--- src/rtl/lsu_pkg.sv ---
// rtl/lsu_pkg.sv - op codes, FSM states and exception codes shared by the load/store unit
package lsu_pkg;

    typedef enum logic [2:0] {
        OP_LW  = 3'd0,
        OP_LB  = 3'd1,
        OP_LBU = 3'd2,
        OP_LH  = 3'd3,
        OP_LHU = 3'd4,
        OP_SW  = 3'd5,
        OP_SH  = 3'd6,
        OP_SB  = 3'd7
    } lsu_op_e;

    typedef enum logic [1:0] {
        ST_IDLE = 2'd0,
        ST_BUSY = 2'd1,
        ST_RESP = 2'd2
    } lsu_state_e;

    localparam logic [4:0] EXC_NONE = 5'd0;
    localparam logic [4:0] EXC_ADEL = 5'd4;
    localparam logic [4:0] EXC_ADES = 5'd5;
    localparam logic [4:0] EXC_DBE  = 5'd7;

    // Bit n set when op code n writes memory.
    localparam logic [7:0] STORE_MASK = 8'b1110_0000;

    function automatic logic is_store(input logic [2:0] op);
        return STORE_MASK[op];
    endfunction

endpackage

--- src/rtl/lsu_align.sv ---
// rtl/lsu_align.sv - byte enables, write-lane replication, misalign check and load extraction
module lsu_align
    import lsu_pkg::*;
(
    input  logic [2:0]  i_op,
    input  logic [1:0]  i_addr_lo,
    input  logic [31:0] i_wdata,
    input  logic [2:0]  i_ld_op,
    input  logic [1:0]  i_ld_addr_lo,
    input  logic [31:0] i_rdata,
    output logic [3:0]  o_be,
    output logic [31:0] o_wdata,
    output logic        o_misalign,
    output logic [31:0] o_load
);

    logic [7:0]  w_byte;
    logic [15:0] w_half;

    always_comb begin
        o_be       = 4'b0001 << i_addr_lo;
        o_wdata    = {4{i_wdata[7:0]}};
        o_misalign = 1'b0;
        case (lsu_op_e'(i_op))
            OP_LW, OP_SW: begin
                o_be       = 4'b1111;
                o_wdata    = i_wdata;
                o_misalign = |i_addr_lo;
            end
            OP_LH, OP_LHU, OP_SH: begin
                o_be       = 4'b0011 << {i_addr_lo[1], 1'b0};
                o_wdata    = {2{i_wdata[15:0]}};
                o_misalign = i_addr_lo[0];
            end
            default: ;
        endcase
    end

    // Extraction uses the op/offset latched at accept, not the live request.
    always_comb begin
        w_byte = i_rdata[{i_ld_addr_lo, 3'b000} +: 8];
        w_half = i_rdata[{i_ld_addr_lo[1], 4'b0000} +: 16];
        case (lsu_op_e'(i_ld_op))
            OP_LB:   o_load = {{24{w_byte[7]}}, w_byte};
            OP_LBU:  o_load = {24'd0, w_byte};
            OP_LH:   o_load = {{16{w_half[15]}}, w_half};
            OP_LHU:  o_load = {16'd0, w_half};
            default: o_load = i_rdata;
        endcase
    end

endmodule

--- src/rtl/lsu_bus_master.sv ---
// rtl/lsu_bus_master.sv - MEM-stage load/store unit driving a req/ack data-memory interface
module lsu_bus_master
    import lsu_pkg::*;
#(
    parameter int TIMEOUT_CYC = 16
) (
    input  logic        clk,
    input  logic        rst,
    input  logic        req_valid,
    input  logic [2:0]  req_op,
    input  logic [31:0] req_addr,
    input  logic [31:0] req_wdata,
    output logic        stall,
    output logic [31:0] rdata,
    output logic        rdata_valid,
    output logic        exc,
    output logic [4:0]  exc_code,
    output logic        mem_req,
    output logic        mem_we,
    output logic [31:0] mem_addr,
    output logic [3:0]  mem_be,
    output logic [31:0] mem_wdata,
    input  logic        mem_ack,
    input  logic [31:0] mem_rdata
);

    localparam int CNT_W = $clog2(TIMEOUT_CYC + 1);

    lsu_state_e r_state, w_next;
    logic [CNT_W-1:0] r_cnt;
    logic [2:0]  r_op;
    logic [1:0]  r_addr_lo;
    logic        r_mem_req, r_mem_we, r_exc;
    logic [31:0] r_mem_addr, r_mem_wdata, r_rdata;
    logic [3:0]  r_mem_be;
    logic [4:0]  r_exc_code;
    logic [3:0]  w_be;
    logic [31:0] w_wdata, w_load;
    logic        w_misalign, w_timeout;

    lsu_align u_align (
        .i_op         (req_op),
        .i_addr_lo    (req_addr[1:0]),
        .i_wdata      (req_wdata),
        .i_ld_op      (r_op),
        .i_ld_addr_lo (r_addr_lo),
        .i_rdata      (mem_rdata),
        .o_be         (w_be),
        .o_wdata      (w_wdata),
        .o_misalign   (w_misalign),
        .o_load       (w_load)
    );

    // Counter holds BUSY cycles already spent, so the last allowed cycle sees TIMEOUT_CYC-1.
    assign w_timeout = (r_cnt == CNT_W'(TIMEOUT_CYC - 1));

    always_ff @(posedge clk) begin
        if (rst) r_state <= ST_IDLE;
        else     r_state <= w_next;
    end

    always_comb begin
        w_next = r_state;
        case (r_state)
            ST_IDLE: if (req_valid) w_next = w_misalign ? ST_RESP : ST_BUSY;
            ST_BUSY: if (mem_ack || w_timeout) w_next = ST_RESP;
            ST_RESP: w_next = ST_IDLE;
            default: w_next = ST_IDLE;
        endcase
    end

    always_comb begin
        stall       = ((r_state == ST_IDLE) && req_valid) || (r_state == ST_BUSY);
        rdata_valid = (r_state == ST_RESP);
    end

    always_ff @(posedge clk) begin
        if (rst) begin
            r_cnt       <= '0;
            r_op        <= 3'd0;
            r_addr_lo   <= 2'd0;
            r_mem_req   <= 1'b0;
            r_mem_we    <= 1'b0;
            r_mem_addr  <= 32'd0;
            r_mem_be    <= 4'd0;
            r_mem_wdata <= 32'd0;
            r_rdata     <= 32'd0;
            r_exc       <= 1'b0;
            r_exc_code  <= EXC_NONE;
        end else begin
            case (r_state)
                ST_IDLE: if (req_valid) begin
                    r_op      <= req_op;
                    r_addr_lo <= req_addr[1:0];
                    r_cnt     <= '0;
                    if (w_misalign) begin
                        r_exc      <= 1'b1;
                        r_exc_code <= is_store(req_op) ? EXC_ADES : EXC_ADEL;
                    end else begin
                        r_exc       <= 1'b0;
                        r_exc_code  <= EXC_NONE;
                        r_mem_req   <= 1'b1;
                        r_mem_we    <= is_store(req_op);
                        r_mem_addr  <= {req_addr[31:2], 2'b00};
                        r_mem_be    <= w_be;
                        r_mem_wdata <= w_wdata;
                    end
                end
                ST_BUSY: begin
                    if (mem_ack) begin
                        r_mem_req <= 1'b0;
                        if (!is_store(r_op)) r_rdata <= w_load;
                    end else if (w_timeout) begin
                        r_mem_req  <= 1'b0;
                        r_exc      <= 1'b1;
                        r_exc_code <= EXC_DBE;
                    end else begin
                        r_cnt <= r_cnt + 1'b1;
                    end
                end
                default: ;
            endcase
        end
    end

    assign mem_req   = r_mem_req;
    assign mem_we    = r_mem_we;
    assign mem_addr  = r_mem_addr;
    assign mem_be    = r_mem_be;
    assign mem_wdata = r_mem_wdata;
    assign rdata     = r_rdata;
    assign exc       = r_exc;
    assign exc_code  = r_exc_code;

endmodule
--- config.mk ---
export PLATFORM = sky130hd
export DESIGN_NAME = lsu_bus_master
export DESIGN_NICKNAME = d
export VERILOG_FILES = /design/src/rtl/lsu_pkg.sv /design/src/rtl/lsu_align.sv /design/src/rtl/lsu_bus_master.sv
export SDC_FILE = /design/constraint.sdc
export NUM_CORES = 1
export LEC_CHECK = 0
export CORE_MARGIN = 2
export CORE_UTILIZATION = 44
export DETAILED_ROUTE_END_ITERATION = 8
export PLACE_DENSITY_LB_ADDON = 0.2
export SLEW_MARGIN = 15
export SYNTH_ARGS = -nofsm -noshare
export SYNTH_HDL_FRONTEND = slang
export SYNTH_SLANG_ARGS = --single-unit
--- constraint.sdc ---
create_clock -name clk -period 2.9 [get_ports clk]
set_input_delay 0.29 -clock clk [delete_from_list [all_inputs] [get_ports clk]]
set_output_delay 0.29 -clock clk [all_outputs]
set_load 0.005 [all_outputs]
Yosys cells after proc, flatten, opt, wreduce, memory -nomap -nowiden
Memories as Yosys holds them, arrays and structs flattened. A register that Yosys moved wholly into a read port is not among the register bits.
Index checks and enable logic that the tools add are counted.
{"block": "word_totals", "n_memories": 2, "reg_bits": 118, "elab_cells": 89, "input_bits": 103, "out_inout_bits": 110, "mem_bits_ro": 16}
{"block": "op_classes", "eq_ne": 18, "mux": 32, "reduce_logical": 16, "n_bitwise": 2, "n_addsub": 1, "n_lt_le_gt_ge": 2, "shifts": 4}
{"memory": "(no name shown)", "words": 8, "word_bits": 1, "rd": 1, "rd_ports_with_merged_regs": 1, "wr": 0, "line_no": "lsu_pkg.sv:30", "text": "return STORE_MASK[op];"}
{"memory": "(no name shown)", "words": 8, "word_bits": 1, "rd": 1, "rd_ports_with_merged_regs": 0, "wr": 0, "line_no": "lsu_pkg.sv:30"}
{"operator": "32-bit case mux with 4 select lines", "count": 1}
{"operator": "32-bit case mux with 2 select lines", "count": 1}
{"operator": "32-bit by 6-bit variable part select with 16-bit output", "count": 1}
{"operator": "32-bit by 6-bit variable part select with 8-bit output", "count": 1}
{"operator": "5-bit two-way mux", "count": 6}
{"operator": "5-bit case mux with 2 select lines", "count": 2}
{"operator": "3-bit == test (second input constant)", "count": 4}
{"operator": "2-bit != test (second input constant)", "count": 6}
{"operator": "4-bit AND reduction", "count": 3}
{"operator": "1-bit two-way mux", "count": 11}
{"operator": "3-bit by 2-bit == test with 1-bit output (second input constant)", "count": 3}
{"operator": "3-bit two-way mux", "count": 3}
{"operator": "3-bit by 4-bit < comparator with 1-bit output (second input constant)", "count": 2}
{"operator": "4-bit case mux with 2 select lines", "count": 1}
{"operator": "2-bit two-way mux", "count": 3}
{"operator": "1-bit case mux with 2 select lines", "count": 3}
{"operator": "3-bit AND reduction", "count": 2}
{"operator": "5-bit by 1-bit adder with 5-bit output (second input constant)", "count": 1}
{"operator": "5-bit by 4-bit == test with 1-bit output (second input constant)", "count": 1}
{"operator": "2-bit case mux with 2 select lines", "count": 1}
{"operator": "2-bit AND reduction", "count": 2}
{"operator": "2-bit OR reduction", "count": 2}
{"operator": "1-bit by 2-bit left shift with 4-bit output (first input constant)", "count": 1}
{"operator": "2-bit by 2-bit left shift with 4-bit output (first input constant)", "count": 1}
{"operator": "other kinds (11)", "count": 13}

Longest topological paths before layout
Gate-level depths: netlist of the first run.
{"block": "logic_depth", "word_depth": 6, "ltp_mapped": 10, "depth_no_buf": 8}

Modules after synthesis
From an unflattened synthesis of the first run, not the netlist that was laid out.
{"block": "unflattened", "hier_cells": 692, "area_unflattened_um2": 5526.6}
{"module": "lsu_bus_master", "instances": 1, "area_per_inst_um2": 4191.5, "seq_area_each_um2": 2322.2, "cells_each": 522}
{"module": "lsu_align", "instances": 1, "area_per_inst_um2": 1335.0, "seq_area_each_um2": 0.0, "cells_each": 170}

Worst setup path before layout of the first run
Ideal clock, no wire load.
{"block": "synth_timing", "kind": "reg2reg", "start": "register r_cnt[0]", "end": "register r_cnt[3]", "period_less_slack_ns": 2.021, "path_stages_with_launch": 9, "setup_time_ns": 0.078, "path_buffers": 0, "required_ns": 2.822, "arrival_time_ns": 1.943, "setup_slack_ns": 0.879, "path_cell_list": "dfxtp_1 -> ha_1 -> and3_1 -> ha_1 -> or3b_2 -> a21oi_1 -> nand4_1 -> xor2_1 -> nor3_1"}
{"block": "synth_via", "elab_chain_len": 4, "word_cells_on_any_way": 7, "cone_classes": "1 x add/sub; 2 x eq/ne; 3 x mux; 1 x reduce/logical"}
{"item": "start: declaration", "line_no": "lsu_bus_master.sv:30", "text": "logic [CNT_W-1:0] r_cnt;"}
{"item": "start signal: assignment", "line_no": "lsu_bus_master.sv:118", "text": "r_cnt <= r_cnt + 1'b1;"}
{"item": "5-bit by 1-bit adder with 5-bit output", "line_no": "lsu_bus_master.sv:118"}
{"item": "5-bit two-way mux", "line_no": "lsu_bus_master.sv:113", "text": "end else if (w_timeout) begin"}
{"item": "5-bit two-way mux", "line_no": "lsu_bus_master.sv:110", "text": "if (mem_ack) begin"}
{"item": "5-bit case mux with 2 select lines", "line_no": "lsu_bus_master.sv:91", "text": "case (r_state)"}
Several ways; a longest one is shown, not always the timed one. The select of a mux whose other input is x is not followed.
A chain may end at the register's enable or synchronous reset.

Worst setup path after layout of the first run
Ends and elaborated chain as after synthesis.

==> results of run 1 <==
-- report_power, final --
part	internal [W]	switching [W]	leakage (nW)	total (W)
Sequential	0.00172	0.0000791	0.948	0.00180
Combinational	0.000532	0.000478	1.73	0.00101
Clock	0.00152	0.000696	0.308	0.00221
-- sequential cells by signal (all words and copies together) (netlist names), named ones only --
register and cells:
mem_be 4, mem_addr 30, mem_wdata 32, exc_code 3, r_state 2, rdata 32
mem_req 1, mem_we 1, r_addr_lo 2, r_op 3, r_cnt 5
-- routing by layer --
| layer | up-vias | wire length, um | global-route usage, % | part of all wire (%) |
|---|---|---|---|---|
| li1 | 2704 | - | - | - |
| met1 | 2600 | 7020 | 30.6 | 42 |
| met2 | 189 | 8060 | 39.8 | 49 |
| met3 | 31 | 1050 | 5.96 | 6.3 |
| met4 | 0 | 414 | 10.9 | 2.5 |
| met5 | - | 0 | 0 | 0 |
-- area by class of cell --
cell class | instances | area share (%)
sequential | 116 | 28.1
timing repair buffer | 223 | 26.7
inverter | 4 | 0.182
clock buffer | 22 | 5.87
tap | 168 | 2.55
multi-input combinational | 491 | 34.7
clock inverter | 9 | 1.82
-- layout by cell type, fill, tap and decap left out, types with 3 or more instances in the layout --
cell type                         netlist  layout
sky130_fd_sc_hd__clkdlybuf4s50_1        0     207
sky130_fd_sc_hd__nand2_1              138     137
sky130_fd_sc_hd__dfxtp_1              116     116
sky130_fd_sc_hd__nor2_1                89      89
sky130_fd_sc_hd__a21oi_1               60      60
sky130_fd_sc_hd__a211oi_1              35      35
sky130_fd_sc_hd__mux2i_1               23      23
sky130_fd_sc_hd__o21ai_0               17      17
sky130_fd_sc_hd__clkbuf_16              0      17
sky130_fd_sc_hd__buf_4                 11      15
sky130_fd_sc_hd__a221oi_1              14      14
sky130_fd_sc_hd__a311oi_1              10      10
sky130_fd_sc_hd__a211oi_2               9       9
sky130_fd_sc_hd__mux2_2                 8       8
sky130_fd_sc_hd__nor3_1                 8       8
sky130_fd_sc_hd__a221o_1                8       8
sky130_fd_sc_hd__nand2b_1               7       7
sky130_fd_sc_hd__nor2b_1                6       6
sky130_fd_sc_hd__a22oi_1                6       6
sky130_fd_sc_hd__inv_1                  4       4
sky130_fd_sc_hd__nor3b_1                4       4
sky130_fd_sc_hd__conb_1                 1       4
sky130_fd_sc_hd__clkbuf_8               0       4
sky130_fd_sc_hd__bufinv_16              0       4
sky130_fd_sc_hd__and3_1                 3       3
sky130_fd_sc_hd__or2_2                  3       3
sky130_fd_sc_hd__nand3b_1               3       3
sky130_fd_sc_hd__xor2_1                 3       3
sky130_fd_sc_hd__clkinv_2               0       3
-- path summary, 6_finish.rpt --
kind,startpoint,to,slack [ns]
worst min register to register,mem_wdata[6]$_SDFFE_PP0P_,mem_wdata[6]$_SDFFE_PP0P_,0.45
worst min-delay path,rst,r_cnt[4]$_SDFFE_PP0P_,0.37
worst max register to register,r_cnt[0]$_SDFFE_PP0P_,r_cnt[3]$_SDFFE_PP0P_,0.69
worst max-delay path,r_cnt[0]$_SDFFE_PP0P_,r_cnt[3]$_SDFFE_PP0P_,0.69
-- logic make-up (layout without fill, tap and decap cells) --
kind of cell	after synthesis	count (layout)	synth area share (%)
compound gates	174	174	22.5
xor+xnor	5	5	1.13
fa+ha+maj	2	2	0.454
buf+inv	64	258	6.31
flops	116	116	42.1
mux	32	32	6.22
other cells	1	4	0.0680
simple gates	274	274	21.2
-- through the flow --
step                      setup WS (ns)  instances  power [W]  hold slack, ns  cell area [um2]
after CTS                         0.683       1033    0.00506           0.351             8250
after global routing              0.562       1033    0.00524           0.383             8250
after floorplan                   0.879        671    0.00234           0.426             5530
final                             0.693       1033    0.00502           0.371             8250
after detailed placement          0.518       1002    0.00283           0.446             7620
after global placement            0.596       1002    0.00280           0.441             7620
==> impl_summary.txt, run 1 <==
----------------------------------------------------
[Logic synthesis]
  Number of enable-type register cells in the synthesized netlist ... 0
  Most used DFF post-synth ... sky130_fd_sc_hd__dfxtp_1
  Dominant cell type by area after synthesis ... sky130_fd_sc_hd__dfxtp_1
  Synth Instances ... 668
  Post-synthesis cell area ... 0.00552 mm2
  Async SR Flop Fraction ... 0%
  Area share of the leading cell type in the synthesized netlist ... 42.1%
  Library cell with the highest instance count after synthesis ... sky130_fd_sc_hd__nand2_1
  Count of yosys warnings during synthesis ... 0
  Top area cells in the synthesized netlist ... sky130_fd_sc_hd__dfxtp_1 (42%), sky130_fd_sc_hd__nand2_1 (9.4%), sky130_fd_sc_hd__nor2_1 (6.1%)
  Ranking of synthesized cells by instance count ... sky130_fd_sc_hd__nand2_1 (138), sky130_fd_sc_hd__dfxtp_1 (116), sky130_fd_sc_hd__nor2_1 (89)
  Register area share after synthesis ... 42.1%
  Count of state elements after synthesis ... 116
  Number of unique standard cell types used by synthesis ... 54
  Mean Syn Cell Area ... 8.26 um2

[Global routing]
  Number of antenna violations at the first check in global routing ... 0
  Overall fraction of global-route tracks in use ... 24.4%
  Global-route wire length before repair ... ~26 mm
  Pin count of the biggest net entering global routing ... 54
  Number of global-route vias before repair ... 5189
  Remaining global-route overflow ... 0

[Status]
  Outcome ... completed

[Critical path]
  Most Frequent Cell on Critical Path ... sky130_fd_sc_hd__ha_1
  Crit-path leading delay family ... simple AND/OR/NAND/NOR gates
  Nature of the critical path endpoint ... flop
  Worst path required time ... 3.24 ns
  Arrival time of data at the critical path endpoint ... around 2.6 ns
  Maximum single-stage delay on the critical path ... 0.49 ns
  Count of buffering cells on the critical path with inverters included ... 0
  Cells on worst reg2reg path ... 8
  Slowest cell on crit path ... sky130_fd_sc_hd__or3b_2
  Ordered cell list for the critical path ... ha_1 > and3_1 > ha_1 > or3b_2 > a21oi_1 > nand4_1 > xor2_1 > nor3_1
  Worst setup path class ... reg -> reg
  Critical Path Stages ... 8
  Largest driver fanout on the critical path ... 4
  Setup crit start kind ... flop

[Place]
  Half-perimeter wire length after detailed placement ... 12.1 mm
  Weighted congestion at the end of routability-driven global placement ... just under 0.9
  I/O Buffers ... 208

[CTS]
  Clock Sink Count ... 116
  CTS clock-pin slew for the worst setup and hold paths ... 0.05 ns
  Latest clock arrival within the worst-skew pair ... 0.42 ns
  Num CTS Buffers ... 17
  Post-CTS resize count ... 0
  CTS tree ... done
  Count of buffers added by post-CTS timing repair for setup ... 0
  Root Driver ... sky130_fd_sc_hd__clkbuf_16
  H-tree lvl count ... 4
  CTS max path bufs ... 2
  Count of hold buffers inserted by post-cts repair ... 0

[Power]
  Peak supply drop ... 0.390 mV
  Power per Cell Area ... 608 mW/mm2
  Pleak ... ~3.0 nW

[Finish]
  Area used by multi-input combinational logic ... about 0.0029 mm2
  Fraction of final layout cells sized beyond drive strength 1 ... 9.25%
  Area overhead of the layout relative to synthesis ... 49.6%
  Fin util ... about two thirds
  Area used by sequential logic in the layout ... 0.00232 mm2
  Fill cells ... approximately 1.0k
  Net count reported at finish ... 958
  Final antenna diode count ... 0

[STA]
  Final critical-path required period ... 2.21 ns
  Tightest Pin Transition ... 0.702 ns
  Total Neg Setup Slack ... 0 ns
  Count of final max-slew check failures ... 0
  Top achievable clock speed ... ~0.45 GHz
  Setup violators final ... 0
  Unrepaired setup endpoints after global routing ... false
  Worst relative slew slack ... about half
  Hold violation total from the final report ... 0
  Clock tree skew after final layout ... 0.0104 ns
  Crit share post-route ... 76.1%

[Floorplanning]
  Cell Rows ... 40
  Vert. Die Dim ... 116 um
  Die width ... 116 um
  Starting Density ... 45.5%
  Area of the placeable core ... 0.0121 mm2
  Full die area ... 0.0134 mm2
  Number of ports placed on the die boundary ... 213

[Routing]
  Via density ... approximately 5.3
  Total wirelength of the detailed-routed design ... between 15 and 20 mm
  Total vias in the final route ... 5524
  Number of iterations in the first detailed-routing pass ... 5
  DRT iter0 DRCs ... 527
  Per-cell routed wire length ... 16.0 um
  Antenna-violating nets left ... 0
  DRC errors left ... 0

[Worst hold path]
  Worst Hold Class ... in -> reg
  Hold Path Cell Cnt ... 2

[Flow run]
  Number of max-cap violations ... 0

----------------------------------------------------
Power figures use the tool's default switching activity.
==> inputs of run 2 (changes only) <==
- clock period: 2.9 -> 2.25 ns (I/O delays scaled with it)
==> run 2 against run 1 <==
Against the previous run: cell area rose by 0.74%; final cell count is 1.1% higher; sequential cell count did not move; via count grew 1.0%; utilization rose by 0.51 points; wire length increased by 1.7%; register-to-register slack worse by 0.49 ns; global-route usage barely moved; critical path type is now reg -> out; largest cell class unchanged; highest routed layer unchanged.
==> impl_summary.txt, run 2 (synthesis results as in run 1) <==
----------------------------------------------------
[Status]
  Outcome ... completed

[Critical path]
  Count of buffering cells on the critical path with inverters included ... 2
  Setup crit start kind ... flop
  FF-to-FF setup slack ... roughly 0.20 ns
  Worst path required time ... 2.03 ns
  Slowest cell on crit path ... sky130_fd_sc_hd__clkdlybuf4s50_1
  Crit-path leading delay family ... buffers and inverters
  Arrival time of data at the critical path endpoint ... 1.89 ns
  Ordered cell list for the critical path ... nor2b_1 > nor2_1 > inv_1 > clkdlybuf4s50_1
  Maximum single-stage delay on the critical path ... 0.51 ns
  Origin of the critical flop-to-flop path ... r_cnt[0]$_SDFFE_PP0P_
  Nature of the critical path endpoint ... output pin
  Largest driver fanout on the critical path ... 9
  Critical Path Stages ... 4
  Worst setup path class ... reg -> out
  Cells on worst reg2reg path ... 7
  Worst reg2reg endpoint ... r_state[1]$_SDFFE_PP0P_

[Routing]
  DRC errors left ... 0
  Highest routed metal layer ... met4
  Via density ... 5.35
  Met2 wirelength from detailed routing ... 8.14 mm
  Number of iterations in the first detailed-routing pass ... 6
  Routed metal-1 wirelength ... just over 7 mm
  Met3 WL post-DR ... 1.25 mm
  Per-cell routed wire length ... 16.1 um
  Antenna-violating nets left ... 0
  Total vias in the final route ... 5582
  DRT iter0 DRCs ... about 320
  Total wirelength of the detailed-routed design ... 16.8 mm

[CTS]
  CTS tree ... done
  Latest clock arrival within the worst-skew pair ... around 0.4 ns
  Clock Sink Count ... roughly 120
  Num CTS Buffers ... 17
  H-tree lvl count ... 4
  CTS max path bufs ... 2
  Count of hold buffers inserted by post-cts repair ... 0
  Root Driver ... sky130_fd_sc_hd__clkbuf_16
  CTS clock-pin slew for the worst setup and hold paths ... around 0.05 ns

[STA]
  Top achievable clock speed ... 0.473 GHz
  Hold violation total from the final report ... 0
  Unrepaired setup endpoints after global routing ... false
  Fin Hold WS ... 0.303 ns
  Count of final max-slew check failures ... 0
  Final critical-path required period ... 2.11 ns
  Least setup slack across all paths after layout ... 0.137 ns
  Tightest Pin Transition ... about 0.65 ns
  Setup violators final ... 0
  Worst relative slew slack ... 55.2%
  Crit share post-route ... 93.9%
  Clock tree skew after final layout ... 0.00987 ns

[Floorplanning]
  Die width ... 116 um
  Starting Density ... 45.5%
  Cell Rows ... 40
  Full die area ... 0.0134 mm2
  Vert. Die Dim ... approximately 120 um
  Number of ports placed on the die boundary ... ~210
  Area of the placeable core ... 0.0121 mm2

[Global routing]
  Overall fraction of global-route tracks in use ... between 20% and 30%
  Number of global-route vias before repair ... ~5.3k
  Number of antenna violations at the first check in global routing ... 0
  Remaining global-route overflow ... 0
  Global-route wire length before repair ... 25.8 mm
  Pin count of the biggest net entering global routing ... 51

[Finish]
  Final Cell Area ... 0.00831 mm2
  Fill cells ... 976
  Most frequent cells in the layout ... sky130_fd_sc_hd__clkdlybuf4s50_1 (207), sky130_fd_sc_hd__nand2_1 (137), sky130_fd_sc_hd__dfxtp_1 (116)
  Area overhead of the layout relative to synthesis ... 50.7%
  Fraction of final layout cells sized beyond drive strength 1 ... 10.3%
  Most common cell after layout, fill and taps aside ... sky130_fd_sc_hd__clkdlybuf4s50_1
  Final antenna diode count ... 0
  Number of standard cells in the layout, taps in and fillers out ... approximately 1.0k
  Net count reported at finish ... 968

[Place]
  I/O Buffers ... 208
  Weighted congestion at the end of routability-driven global placement ... 0.843
  Placement Cell Area ... a little under 0.008 mm2
  Half-perimeter wire length after detailed placement ... 12.2 mm
  Pre-CTS worst setup slack ... -0.0543 ns
  Placed insts ... between 1k and 1.5k

[Power]
  Power per Cell Area ... 741 mW/mm2
  Peak supply drop ... between 0.4 and 0.5 mV
  Power Total ... 0.00616 W
  Pleak ... 3.02 nW

[Worst hold path]
  Launch point of the worst hold path ... rst
  Hold Path Cell Cnt ... 2
  Capture endpoint of the worst hold path ... r_addr_lo[0]$_SDFFE_PP0N_
  Worst Hold Class ... in -> reg

[Flow run]
  Number of max-cap violations ... 0

----------------------------------------------------
==> run 2: final cells by class <==
type                    count  area, um2  area share (%)
multi-input cells         491       2880            34.6
repair buffers            233       2330            28.0
well taps                 168        210            2.53
inverters                   4       15.0           0.181
flip-flops and latches    116       2320            27.9
clock inverters             9       78.8           0.948
clock buffers              23        478            5.75
==> run 2: worst max path at each step <==
stage	endpoint	start	slack, ns
after floorplan	r_cnt[3]$_SDFFE_PP0P_	r_cnt[0]$_SDFFE_PP0P_	0.23
after global placement	mem_wdata[25]$_SDFFE_PP0P_	req_op[1]	0.04
after detailed placement	mem_wdata[31]$_SDFFE_PP0P_	req_op[1]	-0.05
after CTS	r_cnt[3]$_SDFFE_PP0P_	r_cnt[0]$_SDFFE_PP0P_	0.007
after global routing	stall	r_state[1]$_SDFFE_PP0P_	0.02
final	stall	r_state[0]$_SDFFE_PP0P_	0.14
==> run 2: worst register-to-register path, cell delays in order (launching register included) <==
cell                      delay (ns)
sky130_fd_sc_hd__dfxtp_1        0.34
sky130_fd_sc_hd__ha_1           0.22
sky130_fd_sc_hd__and3_1         0.19
sky130_fd_sc_hd__ha_1           0.22
sky130_fd_sc_hd__or3b_4         0.42
sky130_fd_sc_hd__a21o_1         0.26
sky130_fd_sc_hd__nor2_1         0.19
sky130_fd_sc_hd__nor4_1         0.09
==> run 2: what timing repair did <==
action                     CTS  global route
resized for setup            0             3
setup buffers                0             1
setup endpoints to repair    0             2
hold endpoints to repair     0             0
==> run 2: layer usage <==
metal | up-vias | GRT usage, %
met1 | 2602 | 31.9
met4 | 0 | 9.92
met2 | 221 | 39.4
met5 | - | 0
li1 | 2728 | -
met3 | 31 | 4.92
==> run 2: where the power goes <==
part / internal, W / switching [W] / total (W)
combinational: 0.000718 / 0.000627 / 0.00135
sequential: 0.00221 / 0.000104 / 0.00232
clock: 0.00159 / 0.000903 / 0.00250
total: 0.00453 / 0.00163 / 0.00616
==> run 2: through the flow <==
| stage | util [%] | setup TNS (ns) |
|---|---|---|
| floorplan | - | 0 |
| global placement | 63.9 | 0 |
| detailed placement | 63.9 | -0.214 |
| CTS | 68.5 | 0 |
| global route | 68.6 | 0 |
| finish | 68.6 | 0 |
==> inputs of run 3 (changes only) <==
- ABC_AREA: default -> 1
- CORE_UTILIZATION: 44 -> 45
- CTS_BUF_LIST: default -> sky130_fd_sc_hd__clkbuf_4 sky130_fd_sc_hd__clkbuf_8
==> run 3 against run 2 <==
Against the previous run: worst hold slack better by 0.038 ns; die area is 0.60% higher; first-iteration DRC count is 36% higher; clock power is 17% lower.
==> impl_summary.txt, run 3 <==
----------------------------------------------------
[Logic synthesis]
  Synth Instances ... a little under 900
  Number of unique standard cell types used by synthesis ... 25
  Top area cells in the synthesized netlist ... sky130_fd_sc_hd__dfxtp_1 (41%), sky130_fd_sc_hd__nand2_1 (21%), sky130_fd_sc_hd__a21oi_1 (9.5%)
  Dominant cell type by area after synthesis ... sky130_fd_sc_hd__dfxtp_1
  Ranking of synthesized cells by instance count ... sky130_fd_sc_hd__nand2_1 (324), sky130_fd_sc_hd__dfxtp_1 (116), sky130_fd_sc_hd__a21oi_1 (108)
  Library cell with the highest instance count after synthesis ... sky130_fd_sc_hd__nand2_1
  Count of yosys warnings during synthesis ... 0
  Async SR Flop Fraction ... 0%
  Post-synthesis cell area ... 0.00568 mm2
  Area share of the leading cell type in the synthesized netlist ... 40.9%
  Count of state elements after synthesis ... between 100 and 150
  Number of enable-type register cells in the synthesized netlist ... 0
  Most used DFF post-synth ... sky130_fd_sc_hd__dfxtp_1
  Mean Syn Cell Area ... 6.39 um2
  Register area share after synthesis ... 40.9%

[Critical path]
  Worst path required time ... 2.03 ns
  Worst setup path class ... reg -> out
  Setup crit start kind ... flop
  Largest driver fanout on the critical path ... 3
  Nature of the critical path endpoint ... output pin
  Arrival time of data at the critical path endpoint ... 1.60 ns

[Routing]
  Total vias in the final route ... slightly above 6k
  Antenna-violating nets left ... 0
  Via density ... 4.80
  Number of iterations in the first detailed-routing pass ... 5
  DRC errors left ... 0
  Per-cell routed wire length ... 13.2 um
  DRT iter0 DRCs ... between 400 and 500
  Total wirelength of the detailed-routed design ... 16.7 mm

[Global routing]
  Number of global-route vias before repair ... ~5.5k
  Pin count of the biggest net entering global routing ... 59
  Global-route wire length before repair ... 26.6 mm
  Remaining global-route overflow ... 0
  Overall fraction of global-route tracks in use ... 24.9%
  Number of antenna violations at the first check in global routing ... 0

[Finish]
  Area overhead of the layout relative to synthesis ... 46.3%
  Final antenna diode count ... 0
  Number of standard cells in the layout, taps in and fillers out ... 1268
  Most common cell after layout, fill and taps aside ... sky130_fd_sc_hd__nand2_1
  Most frequent cells in the layout ... sky130_fd_sc_hd__nand2_1 (324), sky130_fd_sc_hd__clkdlybuf4s50_1 (207), sky130_fd_sc_hd__dfxtp_1 (116)
  Fraction of final layout cells sized beyond drive strength 1 ... 6.20%
  Final Cell Area ... 0.00830 mm2
  Net count reported at finish ... 1188

[Floorplanning]
  Die width ... 116 um
  Cell Rows ... 41
  Area of the placeable core ... 0.0125 mm2
  Starting Density ... about 46%
  Full die area ... 0.0135 mm2
  Vert. Die Dim ... 116 um
  Number of ports placed on the die boundary ... 213

[Place]
  Half-perimeter wire length after detailed placement ... 11.8 mm
  Weighted congestion at the end of routability-driven global placement ... 0.888
  Placement Cell Area ... between 0.007 and 0.008 mm2
  I/O Buffers ... 208
  Placed insts ... 1236

[STA]
  Clock tree skew after final layout ... 0.00632 ns
  Final critical-path required period ... 1.82 ns
  Setup violators final ... 0
  Top achievable clock speed ... 0.548 GHz
  Tightest Pin Transition ... 0.644 ns
  Worst relative slew slack ... 57.0%
  Crit share post-route ... 81.1%
  Total Neg Setup Slack ... 0 ns
  Unrepaired setup endpoints after global routing ... false
  Count of final max-slew check failures ... 0
  Hold violation total from the final report ... 0

[CTS]
  CTS max path bufs ... 2
  Clock Sink Count ... 116
  Latest clock arrival within the worst-skew pair ... 0.43 ns
  Post-CTS resize count ... 0
  CTS clock-pin slew for the worst setup and hold paths ... 0.07 ns
  Count of buffers added by post-CTS timing repair for setup ... 0
  Num CTS Buffers ... 17
  Count of hold buffers inserted by post-cts repair ... 0
  CTS tree ... done
  H-tree lvl count ... 4
  Root Driver ... sky130_fd_sc_hd__clkbuf_8

[Power]
  Peak supply drop ... 0.435 mV
  Power per Cell Area ... around 700 mW/mm2
  Power Total ... 0.00581 W
  Pleak ... ~3.7 nW

[Flow run]
  Number of max-cap violations ... 0

[Worst hold path]
  Worst Hold Class ... in -> reg

[Status]
  Outcome ... completed

----------------------------------------------------
## run 3: critical path, cell delays in order, from the launching register on
cell and delay [ns]:
sky130_fd_sc_hd__dfxtp_1 0.36, sky130_fd_sc_hd__nor2_1 0.07, sky130_fd_sc_hd__nand2_1 0.09, sky130_fd_sc_hd__nand2_1 0.10, sky130_fd_sc_hd__inv_1 0.06, sky130_fd_sc_hd__clkdlybuf4s50_1 0.49
## run 3: power by group
part	internal (W)	switching, W	total, W
Combinational	0.000696	0.000734	0.00143
Sequential	0.00222	0.0000907	0.00231
Clock	0.00123	0.000845	0.00208
Total	0.00414	0.00167	0.00581
## run 3: routing by layer
metal / routed length, um / global-route usage, % / vias up
met3: 1340 / 8.82 / 23
met5: 0 / 0 / -
met4: 322 / 9.76 / 0
met1: 7410 / 32.8 / 2695
li1: - / - / 3159
met2: 7660 / 37.4 / 206
## run 3: stage by stage
step | util (%) | hold WS (ns) | worst slack (ns)
global placement | 63.2 | 0.440 | 0.225
CTS | 66.6 | 0.310 | 0.394
detailed placement | 63.2 | 0.456 | 0.190
finish | 66.6 | 0.341 | 0.426
floorplan | - | 0.369 | 0.753
global route | 66.6 | 0.309 | 0.225
## run 3: cell families after synthesis
| group | synth area share (%) |
|---|---|
| AND/OR/NAND/NOR | 32.1 |
| AO/OA/AOI/OAI | 15.2 |
| buffers and inverters | 11.2 |
| flip-flops | 40.9 |
| adder cells (fa/ha/maj) | 0.441 |
| other | 0.0661 |
## run 3: cell type report
cell class	count	area, um2
sequential	116	2320
clock buffer	23	304
timing repair buffer	226	2250
inverter	96	360
multi-input combinational	626	2730
clock inverter	9	125
tap	172	215
fill	1169	4160
## run 3: path summary, 6_finish.rpt
kind / to / from / slack (ns) / depth (start not counted)
max reg2reg: rdata[27]$_SDFFE_PP0P_ / r_addr_lo[1]$_SDFFE_PP0N_ / 0.43 / 7
max: stall / r_state[0]$_SDFFE_PP0P_ / 0.43 / 5
min reg2reg: mem_addr[26]$_SDFFE_PP0P_ / mem_addr[26]$_SDFFE_PP0P_ / 0.46 / 2
min: mem_addr[30]$_SDFFE_PP0P_ / req_addr[30] / 0.34 / 3
